--- src/rtl/mem_access_unit.sv ---
// Memory-access stage controller: turns loads/stores into a req/ack transaction on the
// data-memory port and formats load data into a registered result for ME_WB.
module mem_access_unit (
    input  logic        clk,
    input  logic        rst,
    input  logic        valid_in,
    input  logic        mem_read_in,
    input  logic        mem_write_in,
    input  logic [2:0]  funct3_in,
    input  logic [31:0] alu_result_in,
    input  logic [31:0] rs2_data_in,
    output logic        dmem_req,
    output logic        dmem_we,
    output logic [31:0] dmem_addr,
    output logic [3:0]  dmem_be,
    output logic [31:0] dmem_wdata,
    input  logic        dmem_ack,
    input  logic [31:0] dmem_rdata,
    output logic [31:0] mem_data_out,
    output logic        stall_out,
    output logic        misalign_out
);

    typedef enum logic [1:0] {
        StIdle,
        StReq,
        StDone
    } state_e;

    state_e      state_q, state_d;
    logic        we_q, we_d;
    logic [31:0] addr_q, addr_d;
    logic [3:0]  be_q, be_d;
    logic [31:0] wdata_q, wdata_d;
    logic [1:0]  lane_q, lane_d;
    logic [2:0]  funct3_q, funct3_d;
    logic        misalign_q, misalign_d;
    logic [31:0] mem_data_q, mem_data_d;

    logic        start;
    logic        bad;
    logic        is_store;
    logic [3:0]  st_be;
    logic [31:0] st_wdata;
    logic [7:0]  ld_byte;
    logic [15:0] ld_half;
    logic [31:0] ld_data;

    // A request with both read and write set is treated as a store.
    assign is_store = mem_write_in;
    assign start    = (state_q == StIdle) && valid_in && (mem_read_in || mem_write_in);

    always_comb begin
        bad = 1'b0;
        unique case (funct3_in)
            3'b000, 3'b100: bad = 1'b0;
            3'b001, 3'b101: bad = alu_result_in[0];
            3'b010:         bad = (alu_result_in[1:0] != 2'b00);
            default:        bad = 1'b1;
        endcase
    end

    always_comb begin
        st_be    = 4'b0000;
        st_wdata = 32'h0;
        unique case (funct3_in[1:0])
            2'b00: begin
                st_be    = 4'b0001 << alu_result_in[1:0];
                st_wdata = {4{rs2_data_in[7:0]}};
            end
            2'b01: begin
                st_be    = alu_result_in[1] ? 4'b1100 : 4'b0011;
                st_wdata = {2{rs2_data_in[15:0]}};
            end
            default: begin
                st_be    = 4'b1111;
                st_wdata = rs2_data_in;
            end
        endcase
    end

    always_comb begin
        ld_byte = 8'h0;
        unique case (lane_q)
            2'b00: ld_byte = dmem_rdata[7:0];
            2'b01: ld_byte = dmem_rdata[15:8];
            2'b10: ld_byte = dmem_rdata[23:16];
            default: ld_byte = dmem_rdata[31:24];
        endcase
        ld_half = lane_q[1] ? dmem_rdata[31:16] : dmem_rdata[15:0];

        ld_data = dmem_rdata;
        unique case (funct3_q)
            3'b000:  ld_data = {{24{ld_byte[7]}}, ld_byte};
            3'b001:  ld_data = {{16{ld_half[15]}}, ld_half};
            3'b100:  ld_data = {24'h0, ld_byte};
            3'b101:  ld_data = {16'h0, ld_half};
            default: ld_data = dmem_rdata;
        endcase
    end

    always_comb begin
        state_d    = state_q;
        we_d       = we_q;
        addr_d     = addr_q;
        be_d       = be_q;
        wdata_d    = wdata_q;
        lane_d     = lane_q;
        funct3_d   = funct3_q;
        misalign_d = 1'b0;
        mem_data_d = mem_data_q;

        unique case (state_q)
            StIdle: begin
                if (start) begin
                    if (bad) begin
                        misalign_d = 1'b1;
                    end else begin
                        we_d     = is_store;
                        addr_d   = {alu_result_in[31:2], 2'b00};
                        be_d     = is_store ? st_be : 4'b0000;
                        wdata_d  = is_store ? st_wdata : 32'h0;
                        lane_d   = alu_result_in[1:0];
                        funct3_d = funct3_in;
                        state_d  = StReq;
                    end
                end
            end
            StReq: begin
                if (dmem_ack) begin
                    if (!we_q) begin
                        mem_data_d = ld_data;
                    end
                    state_d = StDone;
                end
            end
            StDone: begin
                state_d = StIdle;
            end
            default: begin
                state_d = StIdle;
            end
        endcase
    end

    always_ff @(posedge clk or negedge rst) begin
        if (!rst) begin
            state_q    <= StIdle;
            we_q       <= 1'b0;
            addr_q     <= 32'h0;
            be_q       <= 4'b0000;
            wdata_q    <= 32'h0;
            lane_q     <= 2'b00;
            funct3_q   <= 3'b000;
            misalign_q <= 1'b0;
            mem_data_q <= 32'h0;
        end else begin
            state_q    <= state_d;
            we_q       <= we_d;
            addr_q     <= addr_d;
            be_q       <= be_d;
            wdata_q    <= wdata_d;
            lane_q     <= lane_d;
            funct3_q   <= funct3_d;
            misalign_q <= misalign_d;
            mem_data_q <= mem_data_d;
        end
    end

    // Request is decoded straight from the state flop so reset removes it at once.
    assign dmem_req     = (state_q == StReq);
    assign dmem_we      = we_q;
    assign dmem_addr    = addr_q;
    assign dmem_be      = be_q;
    assign dmem_wdata   = wdata_q;
    assign mem_data_out = mem_data_q;
    assign misalign_out = misalign_q;
    assign stall_out    = (start && !bad) || (state_q == StReq);

endmodule
--- config.mk ---
export PLATFORM = sky130hd
export DESIGN_NAME = mem_access_unit
export DESIGN_NICKNAME = d
export VERILOG_FILES = /design/src/rtl/mem_access_unit.sv
export SDC_FILE = /design/constraint.sdc
export NUM_CORES = 1
export LEC_CHECK = 0
export ABC_AREA = 0
export CELL_PAD_IN_SITES_DETAIL_PLACEMENT = 0
export CELL_PAD_IN_SITES_GLOBAL_PLACEMENT = 1
export CORE_ASPECT_RATIO = 2
export CORE_UTILIZATION = 30
export DETAILED_ROUTE_END_ITERATION = 10
export PLACE_DENSITY = 0.9
export SKIP_LAST_GASP = 1
export SYNTH_ARGS = -nofsm -noshare
export SYNTH_HDL_FRONTEND = slang
export SYNTH_SLANG_ARGS = --single-unit
--- constraint.sdc ---
create_clock -name clk -period 2 [get_ports clk]
set_clock_uncertainty 0.15 [all_clocks]
set_input_delay 0.5 -clock clk [delete_from_list [all_inputs] [get_ports clk]]
set_output_delay 0.5 -clock clk [all_outputs]
set_load 0.02 [all_outputs]
* Word level (Yosys, flattened, before mapping) *
Index checks and enable logic that the tools add are counted.

operators by class
  equality and inequality tests = 14
  shifts and indexed selects = 1
  muxes and demuxes = 16
  bitwise logic cells = 2
  reduce and logical (&&, ||, !) cells = 17

operators by type and width
  cell                                                                   count
  32-bit case mux with 4 select lines                                    1
  32-bit case mux with 2 select lines                                    1
  32-bit 2-to-1 mux                                                      1
  8-bit case mux with 3 select lines                                     1
  16-bit 2-to-1 mux                                                      1
  3-bit equality test, second input constant                             4
  3-bit AND reduction                                                    3
  4-bit 2-to-1 mux                                                       2
  4-bit case mux with 2 select lines                                     1
  2-bit by 1-bit equality test with 1-bit output, second input constant  3
  3-bit by 1-bit equality test with 1-bit output, second input constant  2
  2-bit logical NOT                                                      3
  3-bit logical NOT                                                      2
  2-bit 2-to-1 mux                                                       3
  2-bit != test, second input constant                                   2
  2-bit case mux with 2 select lines                                     1
  2-bit OR reduction                                                     2
  1-bit by 2-bit << shifter with 4-bit output, first input constant      1
  3-bit by 2-bit equality test with 1-bit output, second input constant  1
  1-bit logical AND                                                      3
  1-bit 2-to-1 mux                                                       3
  1-bit case mux with 3 select lines                                     1
  2-bit equality test, second input constant                             1
  1-bit logical OR                                                       2
  4 further kinds                                                        5

storage, ports and cells
  flip-flop bits (word level) = 107
  bits of input ports = 105
  output and inout port bits = 104

* Depth between registers and ports, before layout *
Gate-level depths: netlist (run 1).

  depth in word-level cells = 6
  mapped depth = 6

* Worst setup path before layout (run 1) *
OpenSTA, ideal clock, no wires.

  path type = in2out
  start point = input mem_write_in
  end point = output stall_out
  arrival time = 1.514 ns
  data required time = 1.350 ns
  path slack = -0.164 ns
  stages = 5
  path buffers = 2
  cells stage by stage = or2_2 -> o2111ai_1 -> buf_2 -> buf_2 -> nand2_1

on the way
  cells in the longest elaborated chain, start to end = 4

ends and longest elaborated chain
  element            RTL line  source
  from (decl)        8         input logic mem_write_in,
  1-bit logical OR   51        assign start = (state_q == StIdle) && valid_in && (mem_read_in || mem_write_in);
  1-bit logical AND  51
  1-bit logical AND  178       assign stall_out = (start && !bad) || (state_q == StReq);
  1-bit logical OR   178
  to (decl)          20        output logic stall_out,

Every way passes these cells.

* Worst setup path in the final report (run 1) *
  start point = input alu_result_in[1]
  end point = output stall_out

on the way
  cells in the longest elaborated chain, start to end = 5

ends and longest elaborated chain
  element                             RTL line  source
  from (decl)                         10        input logic [31:0] alu_result_in,
  2-bit nonzero test                  58        3'b010: bad = (alu_result_in[1:0] != 2'b00);
  1-bit case mux with 3 select lines  55        unique case (funct3_in)
  1-bit logical NOT                   178
  1-bit logical AND                   178
  1-bit logical OR                    178

Every way passes these cells.

==> results.md, run 1 <==
* RSZ-0062 raised after global routing: true
* Initial Utilization at a little under a third
* R2r setup slk at roughly 90 ps
* Top post-synthesis cells by area: dfrtp_1, mux2_4, o21ai_0
* Vias/cell at about 4.9
* Slowest stage delay, CP at roughly 350 ps
* IO buf count at 206
* Crit. Startpoint: alu_result_in[1]
* Clock Latency Late Sink at approximately 350 ps
* Layout cell share with drive strength beyond 1 at between 20% and 30%
* Synth cell types at 36
* CP cell instances: buf_6 > nor4_4 > o2111ai_4 > nand2_4 > buf_6
* Mux share of post-synthesis cell area at approximately 17%
* Die Area at between 15000 and 20000 sq um
* Reg area at between 2000 and 3000 sq um
* FILL cells at about 1600
* Setup ws final at -10.98 ps
* Worst-path clk slew at roughly 70 ps
* Pre-antenna DRT Iters at 4
* Die W at about 96 um
* Yosys warns at 0
* Hold Crit Class: flop to flop
* Core region area at roughly 17000 sq um
* Worst r2r src: state_q[1]
* I/O pin total at 209
* Crit end category: output pin
* CTS Buf Count at 9
* Final ANT Viol Nets at 0
* WL per Instance at roughly 19 um
* Outcome: complete, but fails checks
* Pint at about 5.8 mW
* CP dominant cell by count: buf_6
* First DRT Iteration DRCs at around 110
* Worst endpoint required time at 1350 ps
* Most used DFF post-synth: dfrtp_1
* Synthesized area at ~5300 sq um
* Die Height at approximately 190 um
* Final Hold Viols at 0
* Combinational group share of total power at between 40% and 50%
* Setup-failing EPs final at 1
* WL final at roughly 18 mm
* Largest family of logic cells by synthesized area: multiplexers
* Simple-gate share of the synthesized area at 11.64%
* Row Count at 68
* Worst endpoint data arrival time at 1360 ps
* Initial antenna violation count at 0
* Fin crit period at a little over 2000 ps
* HPWL after DPL at 13.77 mm
* Area of the multi-input gates at between 2000 and 2500 sq um
* Synth Instances at about 500
* Root buffer cell: clkbuf_16
* Crit Path Class: input pin to output pin
* Post-synth top area share at slightly above 50%
* CP endpoint: stall_out
* Post-synthesis average cell area at between 10 and 15 sq um
* Max-cap viol count at 0
* Commonest cells in the netlist: dfrtp_1, nand2_1, o21ai_0, mux2_4, a21oi_1
* CP bufs+invs at 2
* Critical-path top delay cell: nor4_4
* Switching share of power at 36.62%
* Final hold slack at around 330 ps
* Largest area contributor in the netlist: dfrtp_1
* Gp weighted congestion at 0.9224
* Synth Area in Compound Gates at between 10% and 20%
* Tot Pwr at slightly above 9 mW
* FF+latch count, synth at ~110
* P&R area growth vs syn at 58.35%
* Sequential area share after synthesis at between 50% and 60%
* # diodes at 0
* Total Nets Final at 844
* Pin count of the biggest net entering global routing at 46
* DRC at 0
* Fin. max-slew vios at 0
* Top Family by Delay on Critical Path: simple AND/OR/NAND/NOR gates
* Number of flops mapped to enable cells by yosys at 0
* Peak supply drop at 436.4 uV
* Critical path depth at 5
* Clock power share at 19.3%
* Adder-cell share of the synthesized area at 0%
* Worst Reg-to-Reg Cells at 7
* Vias post-DR at between 4000 and 5000
* RR Endpoint: dmem_wdata[19]
* Critical path startpoint category: input pin
* First-pass GRT wire length at between 20 and 30 mm
* CTS tree: built
* Sequential power share at 36.7%
* Switch Pwr at between 3 and 4 mW
* Max Fanout on Critical Path at 2
* Tcrit/Tclk final at 100.5%
* PwrDens at between 1000 and 1500 nW/um^2
* Total gr overflow at 0
* Clk sinks at around 110
* GRT Total Usage at 19.79%
* Synth async-reset ratio at between 90% and 100%
* Vias in the first global route at around 4700
* Top-count cell post-synth: dfrtp_1
* Failing checks: negative setup slack
* Lkg Pwr at approximately 4.2 nW
* H-tree Lvls at 3
* Xor/xnor cell area share of the yosys netlist at 0%
* CTS max path bufs at 2
* Fmax at ~0.50 GHz
## per-layer routing
layer  wire length (um)  share of wire [%]  vias to the layer above  track usage (%)
li1                   -                  -                     2244                -
met1               6301                 36                     2227            20.34
met2               9789                 55                      155            36.26
met3                698                3.9                       35            3.253
met4                922                5.2                        0            11.60
met5                  0                  0                        -                0
## registers in the layout, indices dropped and copies added (netlist names)
register	flops
dmem_wdata	32
mem_data_out	32
dmem_addr	30
dmem_be	4
funct3_q	3
lane_q	2
state_q	2
dmem_we	1
misalign_out	1
## metrics by stage
step / area [sq um] / worst slack (ps) / TNS [ps] / cells / utilization (%)
after global routing: 8339 / -71.30 / -175.3 / 954 / 48.52
after floorplan: 5295 / 7.711 / 0 / 498 / -
after CTS: 8204 / -61.56 / -61.56 / 953 / 47.74
final: 8339 / -10.98 / -10.98 / 954 / 48.52
after detailed placement: 7921 / -596.0 / -45360 / 934 / 46.09
after global placement: 7921 / -528.3 / -39270 / 934 / 46.09
## worst min-delay path by stage
stage | endpoint | from | cells past startpoint
finish | dmem_be[0] | dmem_be[0] | 2
global route | funct3_q[2] | funct3_in[2] | 3
CTS | funct3_q[2] | funct3_in[2] | 3
detailed placement | mem_data_out[30] | rst | 1
global placement | mem_data_out[30] | rst | 1
floorplan | dmem_addr[10] | rst | 0
## tightest hold or removal path, delay by kind of cell, from the launching register on
family	cells	cell delay, ps
simple gates	1	50
compound gates	1	60
flops	1	340
## cells in the final DEF (no fill, tap or decap), types with 2 or more instances in the layout
master and count:
clkbuf_16 9, inv_1 4, a21o_1 2, dlymetal6s2s_1 48, dfrtp_1 107, dlygate4sd2_1 41
buf_2 2, o211ai_1 16, clkdlybuf4s50_1 110, buf_6 3, nor3_1 7, nor2_1 5
nand2_1 86, buf_4 59, mux2_2 25, o221a_2 7, and3b_1 8, a21oi_1 25
conb_1 2, clkbuf_8 3, a211oi_1 8, clkinvlp_4 2, buf_12 5, or3_1 8
mux2i_1 10, mux2_4 34, o21ai_0 83, nand2b_2 2
## logic make-up after synthesis
family          count (synthesis)
compound gates                146
simple gates                  130
flops                         107
mux                            69
buf+inv                        44
other cells                     1
## power groups by stage
stage / Sequential, mW / Combinational (mW) / Clock, mW
3_3_place_gp: 3.39 / 4.22 / 0
5_1_grt: 3.46 / 4.28 / 1.92
3_5_place_dp: 3.41 / 4.29 / 0
2_1_floorplan: 4.15 / 1.32 / 0
6_report: 3.36 / 4.02 / 1.77
4_1_cts: 3.38 / 4.11 / 1.83
## area by class of cell
| cell class | count | area share [%] |
|---|---|---|
| clock buffer | 12 | 3.196 |
| tap | 210 | 3.151 |
| clock inverter | 4 | 0.3901 |
| inverter | 5 | 0.2251 |
| multi-input combinational | 347 | 29.06 |
| sequential | 107 | 32.11 |
| timing repair buffer | 269 | 31.87 |
## timing repair
item,in CTS,in global routing
hold buffers,1,0
gates cloned,0,0
endpoints found under the setup margin,108,56
setup buffers,2,1
gates resized for setup,66,51
pin swaps,4,2
hold endpoints to repair,18,0
Note: power is estimated with default switching activity, not from simulation.
==> inputs of run 2 (changes only) <==
Settings changed: GPL_TIMING_DRIVEN set to 0, MAX_ROUTING_LAYER set to met4.
==> results.md, run 2 (synthesis gave the netlist of run 1 again) <==
* Outcome: complete, no violations
* Tcrit/Tclk final at 99.34% (-1.2 points)
* Final Hold Viols at 0 (unchanged)
* Initial antenna violation count at 0 (unchanged)
* Slowest stage delay, CP at 510 ps (+160 ps)
* HPWL after DPL at 13.71 mm (-0.47%)
* Setup-failing EPs final at 0 (-1)
* Crit end category: flop
* Area of the multi-input gates at 2471 sq um (+2.0%)
* Total Nets Final at 832 (-1.4%)
* Critical path startpoint category: input pin
* Lkg Pwr at 4.057 nW (-3.6%)
* Pre-antenna DRT Iters at 4 (unchanged)
* Critical-path top delay cell: clkdlybuf4s50_1
* Worst endpoint data arrival time at 2050 ps (+690 ps)
* Total gr overflow at 0 (unchanged)
* Peak supply drop at 451.1 uV (+3.4%)
* Pin count of the biggest net entering global routing at 62 (+35%)
* R2r setup slk at 70 ps (-20 ps)
* CP cell instances: clkdlybuf4s50_1 > mux2i_1 > o22ai_2 > nor3b_4 > clkbuf_4 > o21ai_0
* RR Endpoint: mem_data_out[21]
* Row Count at 68 (unchanged)
* Die Height at 189.4 um (unchanged)
* # diodes at 0 (unchanged)
* Most common cell after layout, fill and taps aside: clkdlybuf4s50_1
* Initial Utilization at 30.64% (unchanged)
* Die Area at 18120 sq um (unchanged)
* Core region area at 17190 sq um (unchanged)
* Vias/cell at 4.955 (+1.4%)
* Die W at 95.69 um (unchanged)
* Clk sinks at 107 (unchanged)
* Critical path depth at 6 (+1)
* First-pass GRT wire length at 27.10 mm (+2.3%)
* Max Fanout on Critical Path at 10 (+8)
* Hold Crit Class: input pin to asynchronous set/reset pin
* CP bufs+invs at 2 (unchanged)
* Layout cell share with drive strength beyond 1 at 19.56% (-2.6 points)
* Design area at 8178 sq um (-1.9%)
* Clock Latency Late Sink at 350 ps (about the same)
* Worst endpoint required time at 2070 ps (+720 ps)
* GRT Total Usage at 20.87% (+1.1 points)
* I/O pin total at 209 (unchanged)
* Worst Reg-to-Reg Cells at 6 (-1)
* PwrDens at 1105 nW/um^2 (+0.77%)
* IO buf count at 206 (unchanged)
* Crit Path Class: input pin to flop
* Max-cap viol count at 0 (unchanged)
* Final hold slack at 89.15 ps (-237.6 ps)
* Final ANT Viol Nets at 0 (unchanged)
* CP endpoint: mem_data_out[21]
* Gp weighted congestion at 0.9218 (about the same)
* Post-DP Area at 7645 sq um (-3.5%)
* WL final at 18.03 mm (+1.8%)
* RSZ-0062 raised after global routing: true
* Tot Pwr at 9.034 mW (-1.2%)
* H-tree Lvls at 3 (unchanged)
* Root buffer cell: clkbuf_16
* Actual slew at the worst max-slew pin at about 860 ps
* Fin. max-slew vios at 0 (unchanged)
* WL per Instance at 19.16 um (+3.2%)
* Most frequent cells in the layout: clkdlybuf4s50_1, dfrtp_1, nand2_1, o21ai_0, dlygate4sd2_1
* Reg area at 2679 sq um (about the same)
* CTS tree: built
* DRC at 0 (unchanged)
* Crit. Startpoint: dmem_rdata[31]
* Top Family by Delay on Critical Path: buffers and inverters
* Fmax at 0.5033 GHz (+1.2%)
* First DRT Iteration DRCs at 163 (+47%)
* Worst-path clk slew at 70 ps (about the same)
* Fin crit period at 1987 ps (-24.26 ps)
* CTS max path bufs at 2 (unchanged)
* Vias in the first global route at 4944 (+4.5%)
* P&R area growth vs syn at 55.29%
* Relative slew slack at 42.84%
* FILL cells at 1667 (+2.5%)
* Worst r2r src: lane_q[0]
* CTS Buf Count at 9 (unchanged)
* Vias post-DR at 4663 (+0.043%)
-- run 2: per-layer routing --
| metal | track usage, % | up-vias | part of all wire [%] |
|---|---|---|---|
| met5 | - | - | 0 |
| met4 | 12.46 | 0 | 5.2 |
| met3 | 3.855 | 49 | 4.6 |
| met2 | 36.68 | 177 | 55 |
| met1 | 20.75 | 2224 | 35 |
| li1 | - | 2213 | - |
-- run 2: layout make-up --
| class | count | area share (%) |
|---|---|---|
| sequential | 107 | 32.76 |
| clock inverter | 4 | 0.3366 |
| multi-input combinational | 347 | 30.22 |
| buffer | 37 | 2.800 |
| inverter | 5 | 0.2295 |
| tap | 210 | 3.213 |
| timing repair buffer | 220 | 27.48 |
| clock buffer | 11 | 2.968 |
-- run 2: worst min path at each step --
stage	from	endpoint	depth (start not counted)
final	rst	mem_data_out[29]	1
after global routing	rst	mem_data_out[29]	1
after CTS	rst	mem_data_out[29]	1
after detailed placement	dmem_wdata[0]	dmem_wdata[0]	2
after global placement	dmem_wdata[0]	dmem_wdata[0]	2
after floorplan	rst	dmem_addr[10]	0
-- run 2: timing repair --
action | 4_1_cts | 5_1_grt
pin swaps | 4 | 5
hold buffers | 0 | 0
gates resized for setup | 105 | 70
setup endpoints to repair | 151 | 74
setup buffers | 5 | 7
cloned | 0 | 1
-- run 2: through the flow --
stage / util, % / TNS [ps] / setup WS [ps] / cells
floorplan: - / 0 / 7.711 / 498
global placement: 44.34 / -490950 / -4060 / 914
detailed placement: 44.48 / -60860 / -1330 / 915
CTS: 46.45 / -199.8 / -199.8 / 935
global route: 47.58 / -73.63 / -51.20 / 941
finish: 47.58 / 0 / 13.28 / 941
-- run 2: where the power goes --
group          leakage (nW)  switching (mW)  internal [mW]
clock                 0.135           0.813          0.874
combinational          2.62            2.13           1.92
sequential             1.30           0.423           2.87
==> inputs of run 3 (changes only) <==
Clock period 2 ns to 1.8 ns, I/O delays scaled along.
==> results.md, run 3 (synthesis gave the netlist of run 1 again) <==
* HPWL after DPL at 13.90 mm (+1.4%)
* Pre-antenna DRT Iters at 4 (unchanged)
* RSZ-0062 raised after global routing: true
* Design area at 8282 sq um (+1.3%)
* H-tree Lvls at 3 (unchanged)
* Fmax at approximately 0.47 GHz
* Worst endpoint data arrival time at 1520 ps (-530 ps)
* Initial antenna violation count at 1 (+1)
* Crit end category: output pin
* Die W at 95.69 um (unchanged)
* Root buffer cell: clkbuf_16
* Failing checks: negative setup slack
* Initial Utilization at 30.64% (unchanged)
* Setup ws final at -321.7 ps (-335.0 ps)
* Hold Crit Class: input pin to flop
* Fin. max-slew vios at 0 (unchanged)
* Final ANT Viol Nets at 0 (unchanged)
* Detail Route met3 WL at 654 um (-21%)
* # diodes at 0 (unchanged)
* Die Area at 18120 sq um (unchanged)
* Pin count of the biggest net entering global routing at 64 (+3.2%)
* Hold path start: funct3_in[2]
* Max-cap viol count at 0 (unchanged)
* Post-Route M1 WL at 6.570 mm (+4.8%)
* WL final at 18.30 mm (+1.5%)
* PwrDens at 1255 nW/um^2 (+14%)
* Worst r2r src: state_q[0]
* Relative slew slack at 57.53% (+15 points)
* Peak supply drop at 468.6 uV (+3.9%)
* Outcome: complete, but fails checks
* CTS max path bufs at 2 (unchanged)
* Fin crit period at 2122 ps
* First-pass GRT wire length at 27.86 mm (+2.8%)
* Met2 Wirelength at 10.20 mm (+2.1%)
* Max layer used: met4
* Vias post-DR at 4717 (+1.2%)
* Worst endpoint required time at 1200 ps (-870 ps)
* First DRT Iteration DRCs at 151 (-7.4%)
* Critical-path top delay cell: nor4_4
* Gp weighted congestion at 0.9209 (about the same)
* DRC at 0 (unchanged)
* WL per Instance at 19.22 um (+0.32%)
* Setup-failing EPs final at 33 (+33)
* Slowest stage delay, CP at 360 ps (-150 ps)
* CTS Buf Count at 9 (unchanged)
* Row Count at 68 (unchanged)
* GRT Total Usage at 21.43% (+0.56 points)
* Lkg Pwr at 3.821 nW (-5.8%)
* IO buf count at 206 (unchanged)
* P&R area growth vs syn at 57.26%
* Crit Path Class: input pin to output pin
* Worst-path clk slew at 70 ps (about the same)
* Total gr overflow at 0 (unchanged)
* Layout cell share with drive strength beyond 1 at 22.37% (+2.8 points)
* Vias in the first global route at 4849 (-1.9%)
* Most frequent cells in the layout: dfrtp_1, dlygate4sd2_1, clkdlybuf4s50_1, nand2_1, o21ai_0
* CTS tree: built
* Die Height at 189.4 um (unchanged)
* Vias/cell at 4.955 (about the same)
* CP dominant cell by count: buf_6
* Max Fanout on Critical Path at 4 (-6)
* Clk sinks at 107 (unchanged)
* Final Hold Viols at 0 (unchanged)
* Tcrit/Tclk final at 117.9%
* Post-DP Area at 7655 sq um (+0.13%)
* Clock Latency Late Sink at 350 ps (about the same)
* Tot Pwr at 10.39 mW (+15%)
* CP cell instances: buf_4 > nor4_4 > o2111ai_4 > buf_6 > buf_8 > nand2_4 > buf_6
* Final hold slack at 194.4 ps (+105.3 ps)
* Actual slew at the worst max-slew pin at 637.0 ps (-220.5 ps)
* Total Nets Final at 842 (+1.2%)
* Crit. Startpoint: funct3_in[0]
* Core region area at 17190 sq um (unchanged)
* FILL cells at 1647 (-1.2%)
* I/O pin total at 209 (unchanged)
* Critical path startpoint category: input pin
-- run 3: timing repair --
item                                    4_1_cts  5_1_grt
hold buffers                                  1        0
pin swaps                                     7        7
hold endpoints to repair                     44        0
endpoints found under the setup margin      207       88
gates resized for setup                     188       46
cloned                                        2        0
buffers inserted                             13        6
-- run 3: worst max-delay path, delay by kind of cell --
family,cells,cell delay [ps]
AND/OR/NAND/NOR,2,410
AO/OA/AOI/OAI,1,150
buffers and inverters,4,510
-- run 3: metal layers --
metal  GRT usage (%)  vias to the layer above
li1                -                     2233
met1           22.28                     2267
met5               -                        -
met4           11.60                        0
met3           2.570                       49
met2           38.13                      168
-- run 3: final cells by class --
class | count | area [sq um] | share of cell area (%)
clock buffers | 11 | 252.7 | 3.052
multi-input cells | 347 | 2510 | 30.31
inverters | 5 | 22.52 | 0.2719
flip-flops and latches | 107 | 2680 | 32.36
clock inverters | 5 | 85.08 | 1.027
repair buffers | 229 | 2152 | 25.99
plain buffers | 38 | 316.6 | 3.822
well taps | 210 | 262.8 | 3.173
-- run 3: path summary, 6_finish.rpt --
check	end	slack, ps	cells after the start
setup / recovery	stall_out	-320	7
min in group asynchronous	mem_data_out[29]	500	2
max in group asynchronous	state_q[1]	250	3
setup reg to reg	dmem_addr[6]	0	6
hold / removal	funct3_q[2]	190	2
hold reg to reg	dmem_wdata[2]	320	2
-- run 3: power by group --
group          internal [mW]  total, mW  switching, mW
Clock                   1.30       2.26          0.959
Sequential              3.19       3.68          0.486
Combinational           2.03       4.45           2.43
-- run 3: through the flow --
stage | instances | setup WS (ps) | util, % | setup TNS (ps)
2_1_floorplan | 498 | -66.26 | - | -66.26
3_3_place_gp | 914 | -4219 | 44.39 | -519460
3_5_place_dp | 915 | -1381 | 44.54 | -73550
4_1_cts | 947 | -312.3 | 47.46 | -593.0
5_1_grt | 952 | -364.8 | 48.19 | -1764
6_report | 952 | -321.7 | 48.19 | -522.8
